### src/rtl/serial_adder_ctrl_if.sv
// Handshake and operand/result bundle between a requesting controller and the
// bit-serial add/subtract unit.
interface serial_adder_ctrl_if #(
  parameter int unsigned WIDTH = 8
);
  logic             start;
  logic             sub;
  logic [WIDTH-1:0] a;
  logic [WIDTH-1:0] b;
  logic             busy;
  logic             done;
  logic [WIDTH-1:0] sum;
  logic             cout;
  logic             overflow;

  modport master (
    output start, sub, a, b,
    input  busy, done, sum, cout, overflow
  );

  modport slave (
    input  start, sub, a, b,
    output busy, done, sum, cout, overflow
  );
endinterface

### src/rtl/serial_adder_ctrl.sv
// Bit-serial WIDTH-bit add/subtract: one shared full adder, one bit per clock,
// LSB first, with a start/busy/done handshake.
module fullAdder (
  input  logic x,
  input  logic y,
  input  logic cin,
  output logic s,
  output logic cout
);
  assign s    = x ^ y ^ cin;
  assign cout = (x & y) | (x & cin) | (y & cin);
endmodule

module serial_adder_ctrl #(
  parameter int unsigned WIDTH = 8
) (
  input logic              clk,
  input logic              rst_n,
  serial_adder_ctrl_if.slave bus
);
  localparam int unsigned CW = $clog2(WIDTH);

  typedef enum logic [1:0] {IDLE, RUN, DONE} state_t;

  state_t           state;
  logic [WIDTH-1:0] a_sh;
  logic [WIDTH-1:0] b_sh;
  // Result LSB is shifted out before it is ever read, so only WIDTH-1 bits are kept.
  logic [WIDTH-2:0] s_sh;
  logic             carry;
  logic [CW-1:0]    cnt;
  logic             c_msb;
  logic             cout_r;
  logic             fa_sum;
  logic             fa_cout;
  logic [WIDTH-1:0] s_next;
  logic             last;

  fullAdder u_fa (
    .x   (a_sh[0]),
    .y   (b_sh[0]),
    .cin (carry),
    .s   (fa_sum),
    .cout(fa_cout)
  );

  assign s_next = {fa_sum, s_sh};
  assign last   = (cnt == CW'(WIDTH - 1));

  // c_msb and cout_r load on the same final edge, so their xor holds with sum.
  assign bus.cout     = cout_r;
  assign bus.overflow = cout_r ^ c_msb;

  always_ff @(posedge clk or negedge rst_n) begin
    if (!rst_n) begin
      state    <= IDLE;
      a_sh     <= '0;
      b_sh     <= '0;
      s_sh     <= '0;
      carry    <= 1'b0;
      cnt      <= '0;
      c_msb    <= 1'b0;
      cout_r   <= 1'b0;
      bus.sum  <= '0;
      bus.busy <= 1'b0;
      bus.done <= 1'b0;
    end else begin
      case (state)
        IDLE, DONE: begin
          if (bus.start) begin
            a_sh     <= bus.a;
            b_sh     <= bus.sub ? ~bus.b : bus.b;
            carry    <= bus.sub;
            cnt      <= '0;
            state    <= RUN;
            bus.busy <= 1'b1;
          end else begin
            state    <= IDLE;
            bus.busy <= 1'b0;
          end
          bus.done <= 1'b0;
        end
        RUN: begin
          s_sh  <= s_next[WIDTH-1:1];
          a_sh  <= a_sh >> 1;
          b_sh  <= b_sh >> 1;
          carry <= fa_cout;
          cnt   <= cnt + 1'b1;
          if (last) begin
            c_msb    <= carry;
            cout_r   <= fa_cout;
            bus.sum  <= s_next;
            state    <= DONE;
            bus.busy <= 1'b0;
            bus.done <= 1'b1;
          end
        end
        default: begin
          state    <= IDLE;
          bus.busy <= 1'b0;
          bus.done <= 1'b0;
        end
      endcase
    end
  end
endmodule

### src/flat_wrapper.sv
// flat-port wrapper written by rule: the top's interface ports become plain ports
module serial_adder_ctrl_flat 
#(
  parameter int unsigned WIDTH = 8
)
  (clk, rst_n, bus_start, bus_sub, bus_a, bus_b, bus_busy, bus_done, bus_sum, bus_cout, bus_overflow);
  serial_adder_ctrl_if #(.WIDTH(WIDTH)) bus_i ();
  input logic clk;
  input logic rst_n;
  input wire logic [$bits(bus_i.start)-1:0] bus_start;
  input wire logic [$bits(bus_i.sub)-1:0] bus_sub;
  input wire logic [$bits(bus_i.a)-1:0] bus_a;
  input wire logic [$bits(bus_i.b)-1:0] bus_b;
  output wire logic [$bits(bus_i.busy)-1:0] bus_busy;
  output wire logic [$bits(bus_i.done)-1:0] bus_done;
  output wire logic [$bits(bus_i.sum)-1:0] bus_sum;
  output wire logic [$bits(bus_i.cout)-1:0] bus_cout;
  output wire logic [$bits(bus_i.overflow)-1:0] bus_overflow;
  assign bus_i.start = bus_start;
  assign bus_i.sub = bus_sub;
  assign bus_i.a = bus_a;
  assign bus_i.b = bus_b;
  assign bus_busy = bus_i.busy;
  assign bus_done = bus_i.done;
  assign bus_sum = bus_i.sum;
  assign bus_cout = bus_i.cout;
  assign bus_overflow = bus_i.overflow;
  serial_adder_ctrl #(.WIDTH(WIDTH)) u_core (.clk(clk), .rst_n(rst_n), .bus(bus_i));
endmodule
### config.mk
export PLATFORM = sky130hd
export DESIGN_NAME = serial_adder_ctrl_flat
export DESIGN_NICKNAME = d
export VERILOG_FILES = /design/src/rtl/serial_adder_ctrl_if.sv /design/src/rtl/serial_adder_ctrl.sv /design/src/flat_wrapper.sv
export SDC_FILE = /design/constraint.sdc
export NUM_CORES = 1
export LEC_CHECK = 0
export ABC_AREA = 1
export BUFFER_PORTS_ARGS = -buffer_cell sky130_fd_sc_hd__buf_2
export CORE_ASPECT_RATIO = 2
export CORE_MARGIN = 2
export CORE_UTILIZATION = 55
export CTS_CLUSTER_DIAMETER = 60
export DETAILED_ROUTE_END_ITERATION = 7
export GPL_ROUTABILITY_DRIVEN = 1
export HOLD_SLACK_MARGIN = 0.12
export PLACE_DENSITY = 0.77
export SYNTH_ARGS = -nofsm -noshare
export SYNTH_HDL_FRONTEND = slang
export SYNTH_SLANG_ARGS = --single-unit
export TNS_END_PERCENT = 20
### constraint.sdc
create_clock -name clk -period 2 [get_ports clk]
set_clock_uncertainty 0.15 [all_clocks]
set_input_delay 0.4 -clock clk [delete_from_list [all_inputs] [get_ports clk]]
set_output_delay 0.4 -clock clk [all_outputs]
set_load 0.1 [all_outputs]
==> run summary, run 1 <==
The floorplan die height came out at 85.78 um. The required time reported for the critical path endpoint was 1.45 ns; the worst slack on hold paths was 0.1536 ns. For the finished layout, the period the worst path requires is 1.878 ns.

Share of final-layout standard cells stronger than drive strength 1: 0.1962. The die covers 0.003851 mm^2. The number of antenna violations at the first check in global routing came out at 0. TritonCTS built the clock tree. The cell count after synthesis came out at 227. The highest fanout seen on the critical path was 2; the areal power density over the cells was 1907 mW/mm^2. Adding up every negative setup slack in the final design gives 0 ns. The number of nets still failing antenna checks after routing is 0.

Total number of yosys warnings: 0. The run gives 0 as the post-CTS setup-driven buffer insertion count. After the first detailed-routing iteration, the DRC count stood at 41. Final setup violation count: 0.

The tools report the post-detailed-routing wire length as 3.547 mm. The worst endpoint data arrival time was 1.33 ns. The count of final max-slew check failures was 0; the flop and latch count out of synthesis was 40.

The logs give 0 for the post-cts gate resize count and 0.7714 for the routability-driven placement congestion ratio. The logs give 0.003193 mm^2 for the core box area and 0 for the remaining global-route overflow. The post-synthesis cell type with the largest combined area was dfrtp_1. The analysis attributes to cell leakage a power of 1.227 nW.

Cell internal power was estimated by the tool at 2.054 mW. The run gives 250 as the synthesized net count. The critical path in this run is classified as reg -> out.

Entering global routing, the biggest net connects 21 pins. The tightest slew margin relative to the limit is 0.5719, and the total number of clock tree sinks is 40. The logs give 0.350 for the sequential fraction of design power and 0.492 for the part of the total power dissipated in combinational logic.

In the layout the commonest cells are nand2_1, dfrtp_1, nand3_1, buf_2, inv_1. In this run the worst hold path is classified as in -> reg. STA classifies the critical path startpoint as a register. The number of antenna diodes in the final layout is 0. The area growth from synthesis to layout is 17.82%.

Clock latency at the later pin of the worst-skew pair: 0.29 ns. The sequential-to-total area share from yosys stat is 0.5442, and the maximum VDD drop is 0.9726 mV. The net switching component of the power came out at 2.079 mW. For this block, the via count after detailed routing is 1,495.

Share of power burned in the clock network: 0.158. 32 I/O pins were placed. For the final cell utilization of the core, the log shows 0.6787. The run finished with clean final reports. The area share of the leading cell type in the synthesized netlist works out to 0.5442.

Based on the critical path, the design can be clocked at up to 0.5326 GHz. The H-tree was split into 2 levels. The final layout contains 287 nets. The tools report the global-route usage over all layers as 0.2137. Sorting the synthesized cells by area gives the leading types as dfrtp_1, nand2_1, nand3_1. In the routed design, unresolved DRC markers number 0. The library cell used most frequently in the layout, excluding fill and tap cells, is nand2_1.

For the pin with the worst max-slew slack, the measured transition is 0.6397 ns. The count of final hold-check violations came out at 0. The number of different library cells used by synthesis comes to 18.

The floorplan has 29 rows. In the final routed layout, each cell accounts on average for 11.98 um. The placed cell count was 287. Averaged over all synthesized cells, the footprint is 8.102 um^2.

The final cycle utilization of the critical path was 0.9388; the mapped cell area was 0.001839 mm^2. The count of maximum capacitance violations came out at 0. The tree is rooted in a clkbuf_8. The tools report the kind of end point of the critical path as an output port. The via density per instance was 5.051; the total CTS buffers was 5. Once detailed placement completed, the half-perimeter wirelength came to 2.541 mm. The first global-routing pass estimated 6.127 mm of wire. The first-pass iteration count of the detailed router is 6. The maximum count of clock buffers along a single path came out at 2.

The post-CTS clock slew at the launch and capture registers of the worst setup and hold paths is 0.07 ns. Measured along the x axis, the die boundary spans 44.89 um. Setup repair after global routing left no endpoint under its margin. The switching power as a share of total power was 0.5030. Leaving out filler cells and counting taps, the final layout contains 296. Starting density of the core: 0.5760.

Number of buffer cells added on primary ports: 31. Via count of the first global-routing pass: 1,383.
[registers in the layout (all words and copies together), names as in the netlist]
register	count
u_core.bus.cout	1
u_core.cnt	3
u_core.a_sh	8
u_core.state	2
u_core.b_sh	8
u_core.bus.sum	8
u_core.carry	1
u_core.c_msb	1
u_core.bus.busy	1
u_core.s_sh	7
[synth_stat cells, drive strengths merged]
cell type and instances:
dfrtp 40, fa 1, o21ai 7, clkbuf 1, xor2 2, a21oi 1
nand2 101, nand3 38, inv 24, ha 2, nor2 4, buf 6
[path summary, 6_finish.rpt]
path | from | endpoint | slack, ns | cells past startpoint
hold reg to reg | u_core.bus.sum[4] | u_core.bus.sum[4] | 0.32 | 2
setup / recovery | u_core.c_msb | bus_overflow | 0.12 | 2
max in group asynchronous | rst_n | u_core.b_sh[4] | 0.69 | 3
setup reg to reg | u_core.cnt[0] | u_core.bus.sum[2] | 0.30 | 6
hold / removal | bus_a[7] | u_core.a_sh[7] | 0.15 | 3
min in group asynchronous | rst_n | u_core.b_sh[3] | 0.42 | 2
[what timing repair did]
item	4_1_cts	5_1_grt
hold buffers	1	0
setup endpoints to repair	0	0
hold endpoints to repair	18	0
[routing by layer]
layer | vias to the layer above | global-route usage | wire, um
met5 | - | 0 | 0
met4 | 0 | 0.09626 | 68
met3 | 8 | 0.03158 | 125
met2 | 37 | 0.3544 | 1877
met1 | 677 | 0.2665 | 1475
li1 | 773 | - | -
[kinds of logic after synthesis]
kind of cell             count (synthesis)  share of synthesized area
adder cells (fa/ha/maj)                  3                    0.02449
buffers and inverters                   31                    0.07143
AND/OR/NAND/NOR                        143                     0.3286
AO/OA/AOI/OAI                            8                    0.02176
flip-flops                              40                     0.5442
XOR/XNOR                                 2                   0.009526
[power groups by stage]
stage / combinational [mW] / sequential [mW] / clock [mW]
final: 2.03 / 1.45 / 0.651
after global routing: 2.24 / 1.49 / 0.688
after CTS: 2.05 / 1.45 / 0.653
after detailed placement: 2.04 / 1.46 / 0
after global placement: 2.00 / 1.45 / 0
after floorplan: 1.03 / 2.05 / 0
[area by class of cell]
cell class                 instances  area (um^2)
multi-input combinational        156        725.7
sequential                        40         1002
inverter                          24        90.09
clock inverter                     2        35.03
clock buffer                       6        72.57
timing repair buffer              37        202.7
tap                               31        38.79
fill                             284         1026
[critical path: stages (launching register included)]
cell and delay, ns:
dfrtp_1 0.44, xor2_4 0.17, buf_2 0.43
[through the flow]
| step | power, mW | setup slack, ns | area, um^2 |
|---|---|---|---|
| global route | 4.421 | 0.08130 | 2167 |
| CTS | 4.157 | 0.1140 | 2167 |
| global placement | 3.450 | 0.3668 | 2049 |
| detailed placement | 3.496 | 0.3173 | 2049 |
| finish | 4.133 | 0.1224 | 2167 |
| floorplan | 3.083 | 0.09965 | 1859 |
Power figures use the tool's default switching activity.
==> run 2: changes to the inputs <==
- CORE_UTILIZATION: 55 -> 50
- PLACE_DENSITY: 0.77 -> 0.7
- SKIP_LAST_GASP: not set -> 1
==> run summary, run 2 (same netlist as run 1, synthesis figures left out) <==
Clock tree synthesis selected as its root buffer the cell clkbuf_8. The final cycle utilization of the critical path came out at 0.9372. In this run, placement finished with an instance count of 305. In this run the power density over the cells is 1834 mW/mm^2. The highest fanout seen on the critical path came out at 2.

In the layout the commonest cells are nand2_1, dfrtp_1, nand3_1, buf_2, inv_1. The worst hold path terminates at u_core.a_sh[7]. The die covers 0.004209 mm^2. The post-CTS clock slew at the launch and capture registers of the worst setup and hold paths is 0.07 ns, and the post-DP HPWL is 2.589 mm. The run gives 0.003568 mm^2 as the core box area. Setup repair after global routing left no endpoint under its margin. At the end of routability-driven placement, the weighted congestion stood at 0.7376. Along the worst hold path, the cell count comes to 3.

The number of nets still failing antenna checks after routing is 0, and the delay contributed by the slowest stage of the critical path is 0.45 ns. The routed design has 3.441 mm of wire. By startpoint and endpoint, the worst setup path is classified as reg -> out. The worst setup path is launched from a register.

The width of the chip is 46.89 um. VDD sags by at most 0.8822 mV. The clock net in this run drives a total of 40 sinks. The global-route wire length before repair came out at 6.196 mm. The count of final max-slew check failures came out at 0. The critical hold path startpoint was bus_a[7]. For this design, the slowest cell found on the critical path is dfrtp_1. The worst register-to-register path begins at u_core.cnt[0].

In this run the tool buffered the top-level ports with 31 buffer cells. The layout has 362 filler cells. The largest registers in the layout are u_core.a_sh (8), u_core.b_sh (8), u_core.bus.sum (8).

The total CTS buffers is 5, and the routed length per instance is 10.96 um. The number of vias in the routed layout is 1,477. The tools report the count of final hold-check violations as 0. Number of cells traversed by the worst register-to-register path: 6. The H-tree was split into 2 levels.

The tools report the kind of end point of the critical path as an output port. In this run the static leakage power is 1.222 nW. Across all hold checks on the routed design, the worst slack comes to 0.1683 ns. In the routed design, unresolved DRC markers number 0.

The first routing iteration left 26 violations. In the routed layout, each cell is associated on average with a via count of 4.704. Final setup violation count: 0. The share of final-layout standard cells stronger than drive strength 1 came out at 0.2000. The row count was 31; the number of antenna violations at the first check in global routing was 0. Walking the worst path, the cells encountered are xor2_4, buf_2. The run gives 0 as the remaining global-route overflow. The run gives 1.45 ns as the required time reported for the critical path endpoint. Across the run, the number of max-cap violations was 0. The layout overhead on the synthesized area is 18.23%. Data arrives at the worst endpoint at 1.32 ns.

The run gives 725.7 um^2 as the area occupied by multi-input gates. For the via count of the first global-routing pass, the log shows 1,433. Leaving out fill and tap cells, the most frequent cell in the layout is nand2_1. The die is 89.77 um tall. For the starting density of the core, the log shows 0.5154. Internal reg-to-reg setup slack: 0.32 ns. The worst reg2reg path endpoint is u_core.c_msb. The sum of buffers and inverters on the critical path was 1; the storage element area was 0.001002 mm^2.

The global-route usage over all layers is 0.1970. The maximum count of clock buffers along a single path was 2. The run finished with clean final reports. For this run, the top clock speed supported by timing is 0.5335 GHz. The repair_antennas step left the layout with diodes totalling 0. The tightest slew margin relative to the limit was 0.5876. The shortest clock period the worst path allows after layout came out at 1.874 ns.

For the worst-skew pair, the clock arrives at the later sink with an insertion delay of 0.28 ns. The slew at the pin with the worst max-slew slack came out at 0.6163 ns. Excluding fillers, the count of instances in the completed layout stands at 314.

For the number of ports placed on the die boundary, the log shows 32. Class of the tightest hold or removal check: in -> reg. For the first-pass iteration count of the detailed router, the log shows 4. After routing, the total negative slack on setup checks comes to 0 ns.

The net count of the finished layout is 287. For the maximum number of pins on one net before global-route repair, the log shows 19. TritonCTS built the clock tree. The kind of cell with the highest combined delay on the critical path is flip-flops.
==> run 2: changes by cell type in the layout (fill, tap and decap cells not counted) <==
cell and change:
clkbuf_8 +1, clkinv_2 +1, bufinv_16 -1, clkbuf_1 -1
==> run 2: worst max-delay path by stage <==
stage,startpoint,to,cells past startpoint
2_1_floorplan,u_core.state[1],u_core.a_sh[7],7
3_3_place_gp,u_core.state[0],u_core.c_msb,5
3_5_place_dp,u_core.cnt[0],u_core.bus.sum[1],6
4_1_cts,u_core.c_msb,bus_overflow,2
5_1_grt,u_core.c_msb,bus_overflow,2
6_report,u_core.c_msb,bus_overflow,2
==> run 2: power breakdown <==
group          switching, mW  total, mW  leakage, nW  internal (mW)
Sequential             0.265       1.44        0.503           1.18
Combinational           1.51       2.01        0.669          0.498
Clock                  0.261      0.536       0.0510          0.275
==> run 2: per-stage QoR <==
step / setup WS (ns) / util / area (um^2) / power, mW
after CTS: 0.1164 / 0.6094 / 2175 / 4.033
after global placement: 0.3733 / 0.5806 / 2072 / 3.448
final: 0.1255 / 0.6094 / 2175 / 3.988
after global routing: 0.07850 / 0.6094 / 2175 / 4.297
after floorplan: 0.09965 / - / 1859 / 3.083
after detailed placement: 0.3251 / 0.5806 / 2072 / 3.487
==> run 2: worst register-to-register path, delay by kind of cell (launching register included) <==
| family | cells | cell delay [ns] |
|---|---|---|
| AND/OR/NAND/NOR | 3 | 0.69 |
| flip-flops | 1 | 0.37 |
| adder cells (fa/ha/maj) | 2 | 0.34 |
| buffers and inverters | 1 | 0.06 |
==> run 2: cell type report <==
class | instances | area share
Clock buffer | 6 | 0.03797
Clock inverter | 2 | 0.004603
Inverter | 24 | 0.04143
Tap cell | 49 | 0.02819
Sequential cell | 40 | 0.4609
Timing Repair Buffer | 37 | 0.09321
Multi-Input combinational cell | 156 | 0.3337
==> run 2: layer usage <==
| layer | wire (um) | vias up | GRT usage |
|---|---|---|---|
| li1 | - | 774 | - |
| met1 | 1413 | 669 | 0.2273 |
| met2 | 1855 | 29 | 0.3402 |
| met3 | 103 | 5 | 0.03614 |
| met4 | 68 | 0 | 0.06944 |
| met5 | 0 | - | 0 |
==> run 2: repair_timing <==
item	4_1_cts	5_1_grt
buffers inserted	0	0
hold buffers	1	0
resized for setup	0	0
hold endpoints to repair	11	0
